## config.mk

```make
export PLATFORM = sky130hd
export DESIGN_NAME = datareq
export DESIGN_NICKNAME = d
export VERILOG_FILES = /design/src/rtl/datareq_pkg.sv /design/src/rtl/datareq_dmem_fmt.sv /design/src/rtl/datareq.sv
export SDC_FILE = /design/constraint.sdc
export NUM_CORES = 1
export LEC_CHECK = 0
export BUFFER_PORTS_ARGS = -buffer_cell sky130_fd_sc_hd__buf_2
export CORE_ASPECT_RATIO = 1.1
export CORE_MARGIN = 4
export CORE_UTILIZATION = 32
export CTS_CLUSTER_SIZE = 40
export DETAILED_ROUTE_END_ITERATION = 8
export GPL_ROUTABILITY_DRIVEN = 0
export REMOVE_ABC_BUFFERS = 1
export SLEW_MARGIN = 0
export SYNTH_ARGS = -nofsm -noshare
export SYNTH_HDL_FRONTEND = slang
export SYNTH_SLANG_ARGS = --single-unit
```

## constraint.sdc

```tcl
create_clock -name clk -period 4.21 [get_ports clk]
set_input_delay 0 -clock clk [delete_from_list [all_inputs] [get_ports clk]]
set_output_delay 0 -clock clk [all_outputs]
set_load 0.005 [all_outputs]
```

## src/rtl/datareq_pkg.sv

```systemverilog
// Shared definitions for the datareq stage: RV32I load/store opcodes, funct3
// codes, instruction field positions and the access-size decode helper.
package datareq_pkg;

    localparam int XLEN = 32;

    // Major opcodes of the two memory instruction classes.
    localparam logic [6:0] BOP_LOAD  = 7'b0000011;
    localparam logic [6:0] BOP_STORE = 7'b0100011;

    // Load funct3 codes.
    localparam logic [2:0] FUNCT3_LB  = 3'd0;
    localparam logic [2:0] FUNCT3_LH  = 3'd1;
    localparam logic [2:0] FUNCT3_LW  = 3'd2;
    localparam logic [2:0] FUNCT3_LBU = 3'd4;
    localparam logic [2:0] FUNCT3_LHU = 3'd5;

    // Store funct3 codes.
    localparam logic [2:0] FUNCT3_SB = 3'd0;
    localparam logic [2:0] FUNCT3_SH = 3'd1;
    localparam logic [2:0] FUNCT3_SW = 3'd2;

    // Instruction field ranges.
    localparam int INST_OPCODE_LSB = 0;
    localparam int INST_OPCODE_MSB = 6;
    localparam int INST_FUNCT3_LSB = 12;
    localparam int INST_FUNCT3_MSB = 14;

    // Access width of a memop; SZ_NONE marks an illegal funct3.
    typedef enum logic [1:0] {
        SZ_BYTE = 2'd0,
        SZ_HALF = 2'd1,
        SZ_WORD = 2'd2,
        SZ_NONE = 2'd3
    } acc_size_e;

    // Maps funct3 to an access width; stores have no unsigned variants.
    function automatic acc_size_e decode_size(input logic [2:0] funct3,
                                              input logic       is_store);
        acc_size_e sz;
        sz = SZ_NONE;
        if (is_store) begin
            case (funct3)
                FUNCT3_SB: sz = SZ_BYTE;
                FUNCT3_SH: sz = SZ_HALF;
                FUNCT3_SW: sz = SZ_WORD;
                default:   sz = SZ_NONE;
            endcase
        end else begin
            case (funct3)
                FUNCT3_LB, FUNCT3_LBU: sz = SZ_BYTE;
                FUNCT3_LH, FUNCT3_LHU: sz = SZ_HALF;
                FUNCT3_LW:             sz = SZ_WORD;
                default:               sz = SZ_NONE;
            endcase
        end
        return sz;
    endfunction

endpackage

```

## src/rtl/datareq_dmem_fmt.sv

```systemverilog
// Combinational memop formatter: byte enables, lane-replicated store data and
// the misaligned / illegal-funct3 flag for one load or store.
module dmem_fmt
    import datareq_pkg::*;
(
    input  logic [2:0]      funct3_i,
    input  logic [1:0]      addr_i,
    input  logic            is_store_i,
    input  logic [XLEN-1:0] r1data_i,
    output logic [3:0]      be_o,
    output logic [XLEN-1:0] wdata_o,
    output logic            maerr_o
);

    acc_size_e size;

    assign size = decode_size(funct3_i, is_store_i);

    // Byte-lane placement and alignment check for the decoded access width.
    always_comb begin
        // NOTE: every output gets a default first so no path leaves one unassigned (no latch).
        be_o    = 4'b0000;
        wdata_o = '0;
        maerr_o = 1'b0;
        case (size)
            SZ_BYTE: begin
                be_o    = 4'b0001 << addr_i;
                wdata_o = {4{r1data_i[7:0]}};
            end
            SZ_HALF: begin
                be_o    = 4'b0011 << {addr_i[1], 1'b0};
                wdata_o = {2{r1data_i[15:0]}};
                maerr_o = addr_i[0];
            end
            SZ_WORD: begin
                be_o    = 4'b1111;
                wdata_o = r1data_i;
                maerr_o = |addr_i;
            end
            default: maerr_o = 1'b1;
        endcase
        // Loads carry no write data.
        if (!is_store_i) begin
            wdata_o = '0;
        end
    end

endmodule

```

## src/rtl/datareq.sv

```systemverilog
// datareq: one-entry pipeline stage ahead of datam. Captures the execute
// bundle, issues the data-memory request for legal aligned memops and hands
// the bundle downstream with valid/ready flow control.
module datareq
    import datareq_pkg::*;
(
    input  logic            clk,
    input  logic            rst_n,
    input  logic            valid_i,
    output logic            ready_o,
    output logic            valid_ro,
    input  logic            ready_i,
    input  logic [XLEN-1:0] pc_i,
    input  logic [XLEN-1:0] inst_i,
    input  logic [XLEN-1:0] r0data_i,
    input  logic [XLEN-1:0] r1data_i,
    input  logic [XLEN-1:0] result_i,
    output logic [XLEN-1:0] pc_ro,
    output logic [XLEN-1:0] inst_ro,
    output logic [XLEN-1:0] r0data_ro,
    output logic [XLEN-1:0] r1data_ro,
    output logic [XLEN-1:0] result_ro,
    output logic            maerr_ro,
    output logic            dmem_req_o,
    output logic            dmem_we_o,
    output logic [XLEN-1:0] dmem_addr_o,
    output logic [3:0]      dmem_be_o,
    output logic [XLEN-1:0] dmem_wdata_o,
    input  logic            dmem_gnt_i
);

    typedef enum logic [1:0] {
        ST_EMPTY = 2'd0,
        ST_REQ   = 2'd1,
        ST_FULL  = 2'd2
    } state_e;

    state_e          state_q;
    logic            valid_q, maerr_q, we_q;
    logic [XLEN-1:0] pc_q, inst_q, r0data_q, r1data_q, result_q;
    logic [XLEN-1:0] addr_q, wdata_q;
    logic [3:0]      be_q;

    logic [6:0]      opcode;
    logic [2:0]      funct3;
    logic            is_load, is_store, is_memop;
    logic [3:0]      fmt_be;
    logic [XLEN-1:0] fmt_wdata;
    logic            fmt_maerr;
    logic            issue_d;
    logic            accept;

    assign opcode   = inst_i[INST_OPCODE_MSB:INST_OPCODE_LSB];
    assign funct3   = inst_i[INST_FUNCT3_MSB:INST_FUNCT3_LSB];
    assign is_load  = (opcode == BOP_LOAD);
    assign is_store = (opcode == BOP_STORE);
    assign is_memop = is_load | is_store;

    dmem_fmt u_fmt (
        .funct3_i   (funct3),
        .addr_i     (result_i[1:0]),
        .is_store_i (is_store),
        .r1data_i   (r1data_i),
        .be_o       (fmt_be),
        .wdata_o    (fmt_wdata),
        .maerr_o    (fmt_maerr)
    );

    // A captured bundle goes to REQ only when it is a legal, aligned memop.
    assign issue_d = is_memop & ~fmt_maerr;

    // Acceptance depends on state and downstream ready only, never on valid_i.
    assign ready_o    = (state_q == ST_EMPTY) | ((state_q == ST_FULL) & ready_i);
    assign accept     = valid_i & ready_o;
    assign dmem_req_o = (state_q == ST_REQ);

    // Stage FSM: capture on accept, wait for grant in REQ, drain in FULL.
    always_ff @(posedge clk or negedge rst_n) begin
        // NOTE: every register, including the data bundle, is cleared on reset so outputs read zero.
        if (!rst_n) begin
            state_q  <= ST_EMPTY;
            valid_q  <= 1'b0;
            maerr_q  <= 1'b0;
            we_q     <= 1'b0;
            pc_q     <= '0;
            inst_q   <= '0;
            r0data_q <= '0;
            r1data_q <= '0;
            result_q <= '0;
            addr_q   <= '0;
            be_q     <= '0;
            wdata_q  <= '0;
        end else begin
            // NOTE: non-blocking assignments so every register samples pre-edge values.
            case (state_q)
                ST_EMPTY, ST_FULL: begin
                    if (accept) begin
                        pc_q     <= pc_i;
                        inst_q   <= inst_i;
                        r0data_q <= r0data_i;
                        r1data_q <= r1data_i;
                        result_q <= result_i;
                        maerr_q  <= is_memop & fmt_maerr;
                        we_q     <= issue_d & is_store;
                        addr_q   <= issue_d ? {result_i[XLEN-1:2], 2'b00} : '0;
                        be_q     <= issue_d ? fmt_be : 4'b0000;
                        wdata_q  <= issue_d ? fmt_wdata : '0;
                        valid_q  <= ~issue_d;
                        state_q  <= issue_d ? ST_REQ : ST_FULL;
                    end else if ((state_q == ST_FULL) && ready_i) begin
                        valid_q <= 1'b0;
                        state_q <= ST_EMPTY;
                    end
                end
                ST_REQ: begin
                    // Grant wins over ready_i: the bundle is only now complete.
                    if (dmem_gnt_i) begin
                        valid_q <= 1'b1;
                        state_q <= ST_FULL;
                    end
                end
                default: begin
                    valid_q <= 1'b0;
                    state_q <= ST_EMPTY;
                end
            endcase
        end
    end

    assign valid_ro     = valid_q;
    assign maerr_ro     = maerr_q;
    assign pc_ro        = pc_q;
    assign inst_ro      = inst_q;
    assign r0data_ro    = r0data_q;
    assign r1data_ro    = r1data_q;
    assign result_ro    = result_q;
    assign dmem_we_o    = we_q;
    assign dmem_addr_o  = addr_q;
    assign dmem_be_o    = be_q;
    assign dmem_wdata_o = wdata_q;

endmodule

```

== Word level (Yosys, flattened, before mapping) ==
Index checks and enable logic that the tools add are counted.

* RAM bits: 0
* Register bits: 233
* Latch bits: 0
* Memories: 0
* Word-level logic and storage cells: 64
* Bits of input ports: 165
* ROM bits: 0

* $add $sub $neg: 0
* Eq/ne operators: 12
* Div/mod/pow operators: 0
* Shift operators: 2
* Order comparisons: 0
* Bitwise operators: 9
* Muxes and demuxes: 19
* Multiply operators: 0
* Reductions and logical operators: 10

{| class="wikitable"
|+ Operators with widths
! kind !! number
|-
| 32-bit 2-to-1 mux || 3
|-
| 32-bit one-hot mux with 3 select lines || 1
|-
| 2-bit one-hot mux with 3 select lines || 2
|-
| 4-bit one-hot mux with 3 select lines || 1
|-
| 2-bit 2-to-1 mux || 5
|-
| 2-bit OR reduction || 4
|-
| 7-bit by 2-bit == test with 1-bit output (second input constant) || 1
|-
| 7-bit by 6-bit == test with 1-bit output (second input constant) || 1
|-
| 3-bit == test (second input constant) || 2
|-
| 1-bit AND || 5
|-
| 2-bit by 1-bit == test with 1-bit output (second input constant) || 2
|-
| 2-bit == test (second input constant) || 2
|-
| 2-bit zero test || 2
|-
| 4-bit 2-to-1 mux || 1
|-
| 2-bit one-hot mux with 2 select lines || 1
|-
| 2-bit AND reduction || 2
|-
| 1-bit by 2-bit left shift with 4-bit output (first input constant) || 1
|-
| 2-bit by 2-bit left shift with 4-bit output (first input constant) || 1
|-
| 3-bit by 1-bit == test with 1-bit output (second input constant) || 1
|-
| 3-bit by 2-bit == test with 1-bit output (second input constant) || 1
|-
| 3-bit zero test || 1
|-
| 1-bit 2-to-1 mux || 3
|-
| 3-bit != test (second input constant) || 1
|-
| 1-bit one-hot mux with 3 select lines || 1
|-
| other kinds (5) || 7
|}

== Depth between registers and ports, before layout ==
* Depth in word-level cells: 11
* Depth in mapped cells: 6

== Hierarchy ==
A second synthesis with hierarchy kept.

* Cells, all modules: 696
* Area total of the unflattened synthesis: 9550.4 µm²

{| class="wikitable"
|+ By module, submodules not included
! module !! area an instance (µm²) !! cells each !! times used
|-
| datareq || 8984.9 || 594 || 1
|-
| dmem_fmt || 565.5 || 102 || 1
|}

== Worst setup path after synthesis ==
No wires, ideal clock.

* Path type: register to register
* Start: register state_q[1]
* End: register wdata_q[22] (netlist: dmem_wdata_o[22])
* Path buffers: 2
* Data required time: 4133 ps
* Cell stages (with the launch flop): 7
* Arrival time: 1616 ps
* Path slack: 2518 ps
* Cell sequence: dfrtp_1 > nand2b_1 > nand3b_1 > or4_1 > buf_2 > buf_6 > o21ai_1

* Word-level cells in the longest chain between the ends: 5

{| class="wikitable"
|+ Ends and longest elaborated chain
! element !! line !! source
|-
| from (decl) || datareq.sv:38 || <nowiki>state_e state_q;</nowiki>
|-
| from (signal assigned) || datareq.sv:109 || <nowiki>state_q <= issue_d ? ST_REQ : ST_FULL;</nowiki>
|-
| 2-bit == test || datareq.sv:73, datareq.sv:95 ||
|-
| 1-bit AND || datareq.sv:73 || <nowiki>assign ready_o = (state_q == ST_EMPTY) | ((state_q == ST_FULL) & ready_i);</nowiki>
|-
| 1-bit OR || datareq.sv:73 ||
|-
| 1-bit AND || datareq.sv:74 || <nowiki>assign accept = valid_i & ready_o;</nowiki>
|-
| 2-bit AND reduction (no source line) * || n/a ||
|-
| to (signal assigned) || datareq.sv:107 || <nowiki>wdata_q <= issue_d ? fmt_wdata : '0;</nowiki>
|-
| to (decl) || datareq.sv:41 || <nowiki>logic [XLEN-1:0] addr_q, wdata_q;</nowiki>
|}

Mark *: on every way between the ends. The rest lies on a longest branch, timed or not.
A chain may end at the register's enable or synchronous reset.

== Worst setup path in the final report ==
* Start: register state_q[1]
* End: register addr_q[14] (netlist: dmem_addr_o[14])

* Word-level cells in the longest chain between the ends: 5

{| class="wikitable"
|+ Ends and longest elaborated chain
! element !! line !! source
|-
| 2-bit == test || datareq.sv:73, datareq.sv:95 ||
|-
| 1-bit AND || datareq.sv:73 ||
|-
| 1-bit OR || datareq.sv:73 ||
|-
| 1-bit AND || datareq.sv:74 ||
|-
| 2-bit AND reduction (no source line) * || n/a ||
|-
| to (signal assigned) || datareq.sv:105 || <nowiki>addr_q <= issue_d ? {result_i[XLEN-1:2], 2'b00} : '0;</nowiki>
|-
| to (decl) || datareq.sv:41 ||
|}

Marks and branches as above.

==> results.json <==
{
  "status": "finished, final reports clean",
  "maxSlewHeadroom": 0.1960,
  "grt-ovfl-total": 0,
  "clk_latency_ns": 0.53,
  "syn-cell-area_sq_um": 8944,
  "synth_mux_area_frac": 0.2103,
  "final_common_cell": "buf_2",
  "die_w_um": 167.4,
  "finalHoldViolCount": 0,
  "leakage_nw": 6.674,
  "cellPowerDensity_nw_per_um2": 413.4,
  "num_rows": 63,
  "vdd_drop_max_v": 0.0003381,
  "finClkSkew_ns": 0.008849,
  "finalCritPeriodShare": 0.5778,
  "grt_max_degree": 127,
  "root_buffer": "clkbuf_16",
  "chipHeight_um": 183.3,
  "netlist_instances": 614,
  "dieArea_sq_um": 30690,
  "port_buffers": 395,
  "post_cts_resized": 0,
  "synth-edff-count": 0,
  "area_growth_pct": 53.22,
  "clkPwrFrac": 0.383,
  "crit_arrival_ns": 2.84,
  "initial_core_util": 0.3279,
  "synthArstFlopShare": 1.000,
  "vias": 7180,
  "routedWlPerCell_um": 17.27,
  "antenna_found_initial": 0,
  "cts_made_buffers": 26,
  "syn_area_per_cell_sq_um": 14.57,
  "grt_pass1_vias": 7848,
  "layout_min_cycle_time_ns": 2.433,
  "final_cell_mix": "buf_2, dfrtp_1, mux2_2, dlygate4sd3_1, a22o_1",
  "worstMarginPinSlew_ns": 1.206,
  "synth-simple-area-share": 0.03372,
  "max_cap_viol_count": 0,
  "yosysUniqueCellTypes": 33,
  "p_int_w": 0.004272,
  "hold_class": "input port to flop",
  "first_pass_iters": 5,
  "switchingPower_w": 0.001393,
  "dp_hpwl_um": 17600,
  "drive_above_1_share": 0.5186,
  "viasPerCell": 4.662,
  "cts.htree.levels": 1,
  "drt_drc_violations_left": 0,
  "synth_compound_area_frac": 0.08898,
  "drt_wl_total_um": 26600,
  "hold_ws_ns": 0.03782,
  "synth_xor_area_frac": 0,
  "worstPathMaxFanout": 69,
  "cts.clk_slew.worst_paths_ns": 0.06,
  "switching_share": 0.2459,
  "synth_ff_type": "dfrtp_1",
  "grt_usage": 0.1652,
  "drt_iter0_drc": 362,
  "power_frac_seq": 0.451,
  "ant_nets": 0,
  "cts.sinks": 230,
  "final-setup-viol-count": 0,
  "core_sq_um": 27270,
  "yosysWarnings": 0,
  "synth_top_family_by_area": "multiplexers",
  "setup.worst_path.start_class": "flop",
  "yosysSeqAreaShare": 0.6435,
  "crit_type": "flop to flop",
  "end_kind": "flop",
  "grt_pass1_wl_um": 41830,
  "required_ns": 4.62,
  "finalSetupTns_ns": 0,
  "combPwrFrac": 0.165,
  "final_max_slew_viol_count": 0,
  "fmax_ghz": 0.4111,
  "cts_tree": "yes",
  "io-pin-count": 398,
  "cts_max_path_buffers": 3,
  "grt_setup_unrepaired": "no",
  "synth_seq_cells": 230,
  "nets": 1330,
  "synth_fa_ha_area_frac": 0
}
layer usage:
layer  GRT usage  vias to the layer above  share of wire
li1            -                     3308              -
met1      0.1948                     3556           0.39
met2      0.2925                      261           0.51
met3     0.04376                       55          0.071
met4     0.05714                        0          0.030
met5           0                        -              0
cell type report:
class                           count  area, sq um
Fill cell                        2411        13570
Clock buffer                       37        743.2
Tap cell                          357        446.7
Multi-Input combinational cell    341         3000
Sequential cell                   230         5756
Inverter                            2        7.507
Clock inverter                      8        73.82
Timing Repair Buffer              564         3674
Antenna cell                        1        2.502
critical path: stages (launching register included):
cell      delay [ns]
dfrtp_1         0.36
nand2b_1        0.09
nand3b_1        0.11
buf_4           0.37
buf_4           0.74
nor3_2          0.11
buf_4           0.27
a22o_1          0.23
repair_timing:
action                                  4_1_cts  5_1_grt
endpoints found under the setup margin        0        0
buffers inserted                              0        0
endpoints found under the hold margin       351        0
hold buffers                                162        0
sequential cells by signal (all words and copies together), names as in the netlist, 2 cells and up:
register and flops:
dmem_addr_o 30, dmem_be_o 4, dmem_wdata_o 32, inst_ro 32
pc_ro 32, r0data_ro 32, r1data_ro 32, result_ro 32
state_q 2
kinds of logic (layout without fill, tap and decap cells):
family,count (synthesis),count (layout)
AO/OA/AOI/OAI,112,112
multiplexers,167,167
flip-flops,230,230
AND/OR/NAND/NOR,60,60
buffers and inverters,44,611
other,1,3
synthesized netlist by cell type, types with 2 or more instances:
cell | instances | share of area
a21oi_1 | 9 | 0.0050
a22o_1 | 39 | 0.038
a22oi_1 | 16 | 0.013
a2bb2oi_1 | 8 | 0.0078
a31oi_1 | 4 | 0.0028
buf_1 | 2 | 0.00084
buf_2 | 15 | 0.0084
buf_4 | 2 | 0.0017
buf_6 | 2 | 0.0025
clkbuf_1 | 21 | 0.0088
dfrtp_1 | 230 | 0.64
inv_1 | 2 | 0.00084
mux2_2 | 167 | 0.21
nand2_1 | 31 | 0.013
nand2b_1 | 4 | 0.0028
nor2_1 | 4 | 0.0017
nor2b_1 | 12 | 0.0084
o21ai_0 | 13 | 0.0073
o21ai_1 | 19 | 0.011
power by group through the flow:
stage               clock (W)  combinational (W)  sequential (W)
floorplan                   0           0.000385         0.00262
global placement            0           0.000820         0.00258
detailed placement          0           0.000828         0.00259
CTS                   0.00225           0.000948         0.00256
global route          0.00234            0.00102         0.00259
finish                0.00217           0.000936         0.00256
through the flow:
step / cell area, sq um / std cells / power (W) / setup WS (ns) / utilization
after floorplan: 8748 / 573 / 0.003004 / -4.606 / -
after global placement: 11260 / 1332 / 0.003402 / 1.810 / 0.4129
after detailed placement: 11260 / 1332 / 0.003421 / 1.758 / 0.4129
after CTS: 13700 / 1539 / 0.005751 / 1.727 / 0.5023
after global routing: 13700 / 1539 / 0.005951 / 1.601 / 0.5023
final: 13700 / 1540 / 0.005665 / 1.777 / 0.5024
path summary, 6_finish.rpt:
kind	start	endpoint	slack, ns	cells past startpoint
max in group asynchronous	rst_n	inst_ro[31]	2.95	3
worst max-delay path	state_q[1]	dmem_addr_o[14]	1.78	7
worst max register to register	state_q[1]	dmem_addr_o[14]	1.78	7
min in group asynchronous	rst_n	pc_ro[4]	0.18	2
worst min-delay path	inst_i[13]	inst_ro[13]	0.04	2
worst min register to register	dmem_wdata_o[31]	dmem_wdata_o[31]	0.48	2
Power figures use the tool's default switching activity.
